[config.mk]
export PLATFORM = sky130hd
export DESIGN_NAME = bus_copy_dma
export DESIGN_NICKNAME = d
export VERILOG_FILES = /design/src/rtl/bus_copy_dma_pkg.sv /design/src/rtl/bus_timeout_cnt.sv /design/src/rtl/bus_copy_dma.sv
export SDC_FILE = /design/constraint.sdc
export NUM_CORES = 1
export LEC_CHECK = 0
export CORE_ASPECT_RATIO = 0.75
export CORE_MARGIN = 4
export CORE_UTILIZATION = 49
export CTS_CLUSTER_DIAMETER = 200
export CTS_CLUSTER_SIZE = 25
export DETAILED_ROUTE_END_ITERATION = 7
export PLACE_DENSITY_LB_ADDON = 0.08
export SYNTH_ARGS = -nofsm -noshare
export SYNTH_HDL_FRONTEND = slang
export SYNTH_SLANG_ARGS = --single-unit
[constraint.sdc]
create_clock -name clk -period 2.78 [get_ports clk]
set_input_delay 0.556 -clock clk [delete_from_list [all_inputs] [get_ports clk]]
set_output_delay 0.556 -clock clk [all_outputs]
set_load 0.01 [all_outputs]
[src/rtl/bus_copy_dma_pkg.sv]
// bus_copy_dma_pkg: shared FSM states and bus constants for the copy DMA
package bus_copy_dma_pkg;
  typedef enum logic [2:0] {IDLE, REQ, RD, RDLAT, WR, FIN} state_e;
  localparam logic [3:0] SEL_WORD = 4'hF;
  localparam logic [7:0] BANK_RAM = 8'h00;
endpackage

[src/rtl/bus_timeout_cnt.sv]
// bus_timeout_cnt: stb/ack watchdog; expire_o on the TIMEOUT-th unacked strobe cycle (clk, rst_n_i, stb_i, ack_i -> expire_o)
module bus_timeout_cnt #(
  parameter int TIMEOUT = 64
) (
  input  logic clk,
  input  logic rst_n_i,
  input  logic stb_i,
  input  logic ack_i,
  output logic expire_o
);
  localparam int W = TIMEOUT > 1 ? $clog2(TIMEOUT) : 1;
  logic [W-1:0] cnt_q, cnt_d;
  // restarts whenever the strobe is low or a transfer completes
  assign cnt_d = (stb_i && !ack_i) ? cnt_q + 1'b1 : '0;
  assign expire_o = (TIMEOUT != 0) && stb_i && !ack_i && (cnt_q == W'(TIMEOUT - 1));
  always_ff @(posedge clk or negedge rst_n_i)
    if (!rst_n_i) cnt_q <= '0;
    else cnt_q <= cnt_d;
endmodule

[src/rtl/bus_copy_dma.sv]
// bus_copy_dma: word-copy DMA initiator (start/src/dst/len in, busy/done/err out, req/gnt + stb/ack bus master)
module bus_copy_dma
  import bus_copy_dma_pkg::*;
#(
  parameter int TIMEOUT = 64,
  parameter int LEN_W   = 16
) (
  input  logic             clk,
  input  logic             rst_n_i,
  input  logic             start_i,
  input  logic [31:0]      src_i,
  input  logic [31:0]      dst_i,
  input  logic [LEN_W-1:0] len_i,
  output logic             busy_o,
  output logic             done_o,
  output logic             err_o,
  output logic             bus_req_o,
  input  logic             bus_gnt_i,
  output logic [31:0]      adr_o,
  output logic [31:0]      dat_o,
  input  logic [31:0]      dat_i,
  output logic [3:0]       sel_o,
  output logic             we_o,
  output logic             stb_o,
  input  logic             ack_i
);
  state_e state_q, state_d;
  logic [31:0] src_q, src_d, dst_q, dst_d, buf_q, buf_d;
  logic [LEN_W-1:0] cnt_q, cnt_d;
  logic err_q, err_d, expire;
  bus_timeout_cnt #(.TIMEOUT(TIMEOUT)) u_wdog (
    .clk(clk), .rst_n_i(rst_n_i), .stb_i(stb_o), .ack_i(ack_i), .expire_o(expire)
  );
  // outputs decode straight from state so reset drops the bus immediately
  assign bus_req_o = state_q inside {REQ, RD, RDLAT, WR};
  assign busy_o    = bus_req_o;
  assign done_o    = state_q == FIN;
  assign err_o     = err_q;
  assign stb_o     = state_q == RD || state_q == WR;
  assign we_o      = state_q == WR;
  assign sel_o     = stb_o ? SEL_WORD : 4'h0;
  assign adr_o     = state_q == RD ? src_q : state_q == WR ? dst_q : '0;
  assign dat_o     = we_o ? buf_q : '0;
  always_comb begin
    state_d = state_q;
    src_d   = src_q;
    dst_d   = dst_q;
    cnt_d   = cnt_q;
    buf_d   = buf_q;
    err_d   = err_q | expire;
    case (state_q)
      IDLE: if (start_i) begin
        src_d   = src_i & ~32'h3;
        dst_d   = dst_i & ~32'h3;
        cnt_d   = len_i;
        err_d   = 1'b0;
        state_d = len_i == '0 ? FIN : REQ;
      end
      REQ:   state_d = bus_gnt_i ? RD : REQ;
      RD:    state_d = expire ? FIN : ack_i ? RDLAT : RD;
      RDLAT: begin
        buf_d   = dat_i;
        state_d = WR;
      end
      WR: if (ack_i) begin
        src_d   = src_q + 32'd4;
        dst_d   = dst_q + 32'd4;
        cnt_d   = cnt_q - 1'b1;
        state_d = cnt_q == LEN_W'(1) ? FIN : RD;
      end else if (expire) state_d = FIN;
      FIN:     state_d = IDLE;
      default: state_d = IDLE;
    endcase
  end
  always_ff @(posedge clk or negedge rst_n_i)
    if (!rst_n_i) begin
      state_q <= IDLE;
      src_q   <= '0;
      dst_q   <= '0;
      cnt_q   <= '0;
      buf_q   <= '0;
      err_q   <= 1'b0;
    end else begin
      state_q <= state_d;
      src_q   <= src_d;
      dst_q   <= dst_d;
      cnt_q   <= cnt_d;
      buf_q   <= buf_d;
      err_q   <= err_d;
    end
endmodule
# After elaboration in Yosys (flattened, before gate mapping)
# Index checks and enable logic that the tools add are counted.
# totals
reg_bits	122
input_bits	117
# op_classes
addsub	4
n_eq_ne	10
n_mux	25
bitwise_logic	1
reduce_logical	10
# ops
op	n
2-to-1 mux 32 bit	7
case mux 32 bit (2 select lines)	2
adder 32 x 3 -> 32 bit (second input constant)	2
2-to-1 mux 16 bit	2
case mux 16 bit (2 select lines)	1
2-to-1 mux 3 bit	6
equality test 16 x 1 -> 1 bit (second input constant)	1
logical NOT 16 bit	1
subtractor 16 x 1 -> 16 bit (second input constant)	1
case mux 3 bit (5 select lines)	1
adder 6 x 1 -> 6 bit (second input constant)	1
equality test 3 x 2 -> 1 bit (second input constant)	2
equality test 3 bit (second input constant)	2
equality test 6 bit (second input constant)	1
2-to-1 mux 6 bit	1
2-to-1 mux 4 bit	1
nonzero test 4 bit	1
equality test 3 x 1 -> 1 bit (second input constant)	1
logical NOT 3 bit	1
2-to-1 mux 1 bit	3
!= test 3 x 1 -> 1 bit (second input constant)	1
AND reduction 3 bit	1
logical AND 1 bit	2
2-to-1 mux 2 bit	1
7 further kinds	7

# Longest topological paths before layout
# depth
word_depth	7
depth_mapped	9
ltp_nobuf	7

# By module
# A second synthesis with hierarchy kept.
# unflattened
hier_cells	818
hier_area_um2	7123.1
# by_module_without_submodules
mod	n_inst	cells_per_inst	area_per_inst_um2
bus_copy_dma	1	792	6854.1
bus_timeout_cnt	1	26	269.0

# Worst setup path after synthesis
# OpenSTA, ideal clock, no wires.
# synth_path
kind	reg2out
from	register state_q[0]
to	output port sel_o[0]
t_arrival_ns	1.774
setup_slack_ns	0.450
path_stages_with_launch	9
n_path_buf	4
cell_sequence	dfrtp_1 -> clkbuf_1 -> nor2_1 -> nand2_1 -> inv_1 -> buf_2 -> buf_1 -> or2_2 -> buf_4
# synth_via
elab_chain_len	3
# synth_lines
element	line_no	source
start, declared	bus_copy_dma.sv:27	state_e state_q, state_d;
start signal, assigned	bus_copy_dma.sv:84	state_q <= state_d;
equality test 3 x 2 -> 1 bit / equality test 3 bit (equally long branches)	bus_copy_dma.sv:39	assign stb_o = state_q == RD || state_q == WR;
logical OR 1 bit (*)	bus_copy_dma.sv:39	
net stb_o	bus_copy_dma.sv:24	output logic stb_o,
2-to-1 mux 4 bit (*)	bus_copy_dma.sv:41	assign sel_o = stb_o ? SEL_WORD : 4'h0;
end, declared	bus_copy_dma.sv:22	output logic [3:0] sel_o,
# Mark *: on every way through the listed nets, which the timed path passes. The rest lies on a longest branch.

# Worst setup path in the final report
# layout_path
from	register state_q[1]
to	output port adr_o[2]
# layout_via
elab_chain_len	3
# layout_lines
element	line_no	source
equality test 3 bit	bus_copy_dma.sv:42	assign adr_o = state_q == RD ? src_q : state_q == WR ? dst_q : '0;
2-to-1 mux 32 bit	bus_copy_dma.sv:42	
2-to-1 mux 32 bit (*)	bus_copy_dma.sv:42	
end, declared	bus_copy_dma.sv:19	output logic [31:0] adr_o,
# Every way passes the cells marked *; elsewhere a longest branch is shown, timed or not.

==> flow_summary.yaml <==
setup_path:
  critPathLaunch: "state_q[1]"
  critPathMaxStageDelay_ns: 0.54
  startpoint_type: "register"
  end_kind: "output pin"
  cpMaxStageDelayCell: "clkdlybuf4s50_1"
  timing.rr.start: "cnt_q[0]"
  path_class: "reg2out"
  path_max_fanout: 11
  critPathRequiredTime_ns: 2.22
  path_cells: "nor2_2 > nand2_4 > buf_4 > inv_4 > a22o_1 > clkdlybuf4s50_1"
  critPathArrivalTime_ns: 2.20
clocking:
  tritoncts: "yes"
  cts.sinks: 118
  insertion_delay_ns: 0.42
  numCtsBuffers: 17
  clockBufferDepth: 2
  clk_pin_slew_ns: 0.06
  clk_root_buffer_cell: "clkbuf_16"
  cts-htree-levels: 4
  hold_buffers: 0
drt:
  drtPass1Iterations: 5
  wl_met2_mm: 11.1
  wl_met1_mm: 10.4
  ant_nets: 0
  vias: 7450
  dr_wl_met3_mm: 2.72
  wire_per_inst_um: 20.4
  vias_per_cell: 6.21
  wl_mm: 24.5
  drcViolationCount: 0
  top_layer: "met4"
  drtIter0Drc: 894
final_layout:
  final_cell_mix: "clkdlybuf4s50_1 (171), dfrtp_1 (116), nand2_1 (83)"
  drive_above_1_share_pct: 12.5
  syn2layout_area_growth_pct: 39.5
  fin_area_um2: 9910
  layout_commonest_cell: "clkdlybuf4s50_1"
  fill_cells: 1055
  antenna_cells: 0
  nNetsFinal: 1113
grt:
  grt_pass1_vias: 7069
  grtUsageTotal_pct: 28.7
  antenna_found_initial: 0
  grt_max_degree: 68
  grt_pass1_wl_mm: 38.3
  overflow: 0
floorplan:
  fp-row-count: 37
  die_y_um: 112
  design.die.area_um2: 16500
  initial_utilization_pct: 51.0
  core_area_um2: 13900
  die_w_um: 147
  pin_count: 191
logic_synthesis:
  synth_edf_count: 0
  synth-seq-cells: 118
  synth_flop_cell: "dfrtp_1"
  synthArstFlopShare_pct: 100
  yosys_warnings: 0
  avgSynthCellArea_um2: 8.68
  ys_types: 57
  synth_area_um2: 7110
  ys_seq_area_share_pct: 41.6
  synthCells: 819
timing:
  worstMarginPinSlew_ns: 0.878
  layout_min_cycle_time_ns: 2.75
  drv_slew: 0
  period_share_pct: 99.1
  hold_viol_final: 0
  rsz0062_at_grt: "yes"
  final-setup-viol-count: 0
  timing.setup.tns_ns: 0
  skew_ns: 0.0106
  slew_headroom_pct: 40.9
  max_freq_mhz: 363
place:
  port_buffers: 184
  gp_congestion: 0.917
  dp.final_hpwl_mm: 17.0
  dpl-instance-area_um2: 9180
power_and_ir_drop:
  ir_worst_vdd_mv: 0.639
  p_leak_uw: 0.00409
  power_density_nw_per_um2: 1030
min_path:
  min_path_type: "in2async"
outcome:
  status: "complete, no violations"
job:
  max-cap-violations: 0
## cells in the mapped netlist, types with 2 or more instances
cell / count / share of area (%)
or3_1: 8 / 0.70
a311oi_1: 3 / 0.37
ha_1: 5 / 0.88
or4_1: 3 / 0.32
nor3_1: 21 / 1.5
o22a_1: 6 / 0.74
mux2i_1: 6 / 0.85
o21ai_1: 3 / 0.21
o22ai_1: 20 / 1.8
and2_1: 36 / 3.2
nand2_1: 85 / 4.5
a211oi_1: 2 / 0.21
dfrtp_1: 118 / 42
nand4b_1: 4 / 0.49
nor2_1: 51 / 2.7
a22oi_1: 11 / 1.2
and4_1: 2 / 0.25
a2bb2oi_1: 22 / 2.7
nand4_1: 28 / 2.5
o311ai_0: 3 / 0.37
or2_2: 2 / 0.18
o21a_1: 4 / 0.42
o21ai_0: 60 / 4.2
a32oi_1: 4 / 0.49
xnor2_1: 4 / 0.49
or4_4: 2 / 0.32
nor4_1: 9 / 0.79
a41oi_1: 2 / 0.25
o31ai_1: 2 / 0.21
nor4_2: 5 / 0.88
buf_2: 17 / 1.2
mux2_2: 34 / 5.4
clkbuf_1: 31 / 1.6
inv_1: 16 / 0.85
nand3_1: 44 / 3.1
a31oi_1: 9 / 0.79
and3_1: 10 / 0.88
a21oi_1: 67 / 4.7
a22o_1: 17 / 2.1
buf_1: 12 / 0.63
buf_4: 7 / 0.74
nor2b_1: 4 / 0.35
o211ai_1: 6 / 0.63
## kinds of logic (layout without fill, tap and decap cells)
family,after synthesis,after routing,share of synthesized area [%]
AND/OR/NAND/NOR,321,321,23.5
AO/OA/AOI/OAI,245,245,21.9
flip-flops,118,118,41.6
buffers and inverters,84,268,5.21
multiplexers,40,40,6.23
adder cells (fa/ha/maj),5,5,0.880
XOR/XNOR,5,5,0.616
other,1,2,0.0528
## report_power, final
group / internal [µW] / total [µW] / leakage, µW / switching, µW
Sequential: 2540 / 3500 / 0.00138 / 961
Clock: 1350 / 2200 / 0.000283 / 853
Combinational: 2200 / 4550 / 0.00244 / 2350
Total: 6090 / 10200 / 0.00409 / 4160
## path summary, 6_finish.rpt
check	to	slack, ns	cells after the start
setup / recovery	adr_o[2]	0.03	6
setup reg to reg	cnt_q[14]	0.50	7
hold / removal	dst_q[12]	0.23	1
min in group clk	u_wdog.cnt_q[0]	0.47	1
max in group asynchronous	cnt_q[12]	1.78	2
hold reg to reg	u_wdog.cnt_q[0]	0.47	1
## critical path, delay by kind of cell (launching register included)
kind | cells | cell delay, ns
buffers and inverters | 3 | 0.86
DFF | 1 | 0.43
and+or+nand+nor | 2 | 0.31
AOI/OAI and AO/OA | 1 | 0.18
## routing by layer
| layer | vias up | global-route usage (%) |
|---|---|---|
| met1 | 3583 | 41.8 |
| li1 | 3372 | - |
| met4 | 0 | 5.65 |
| met3 | 31 | 7.30 |
| met5 | - | 0 |
| met2 | 464 | 43.7 |
## flip-flops by register name, summed over array words and instances (netlist names)
| signal | flops |
|---|---|
| err_o | 1 |
| u_wdog.cnt_q | 6 |
| buf_q | 32 |
| dst_q | 30 |
| state_q | 3 |
| cnt_q | 16 |
| src_q | 30 |
## area by class of cell
cell class	count	area, µm²	area share [%]
Timing Repair inverter	2	12.5	0.126
Clock buffer	18	439	4.43
Tap cell	195	244	2.46
Inverter	16	67.6	0.682
Clock inverter	14	150	1.52
Sequential cell	118	2960	29.8
Multi-Input combinational cell	618	3810	38.5
Timing Repair Buffer	218	2230	22.5
## per-stage QoR
stage / instances / utilization [%] / hold slack, ns / power [µW] / worst slack, ns
after detailed placement: 1157 / 65.9 / 0.456 / 7800 / 0.311
after global routing: 1199 / 71.1 / 0.312 / 10800 / -0.0414
after CTS: 1194 / 70.4 / 0.283 / 10100 / 0.00306
after floorplan: 820 / - / 0.260 / 5970 / 0.450
after global placement: 1157 / 65.9 / 0.446 / 7610 / 0.317
final: 1199 / 71.1 / 0.227 / 10200 / 0.0252
## repair_timing
item | in CTS | in global routing
resized for setup | 7 | 19
setup buffers | 4 | 3
pin swaps | 0 | 1
endpoints found under the setup margin | 51 | 66
cloned | 1 | 2
(Power assumes the default switching activity.)
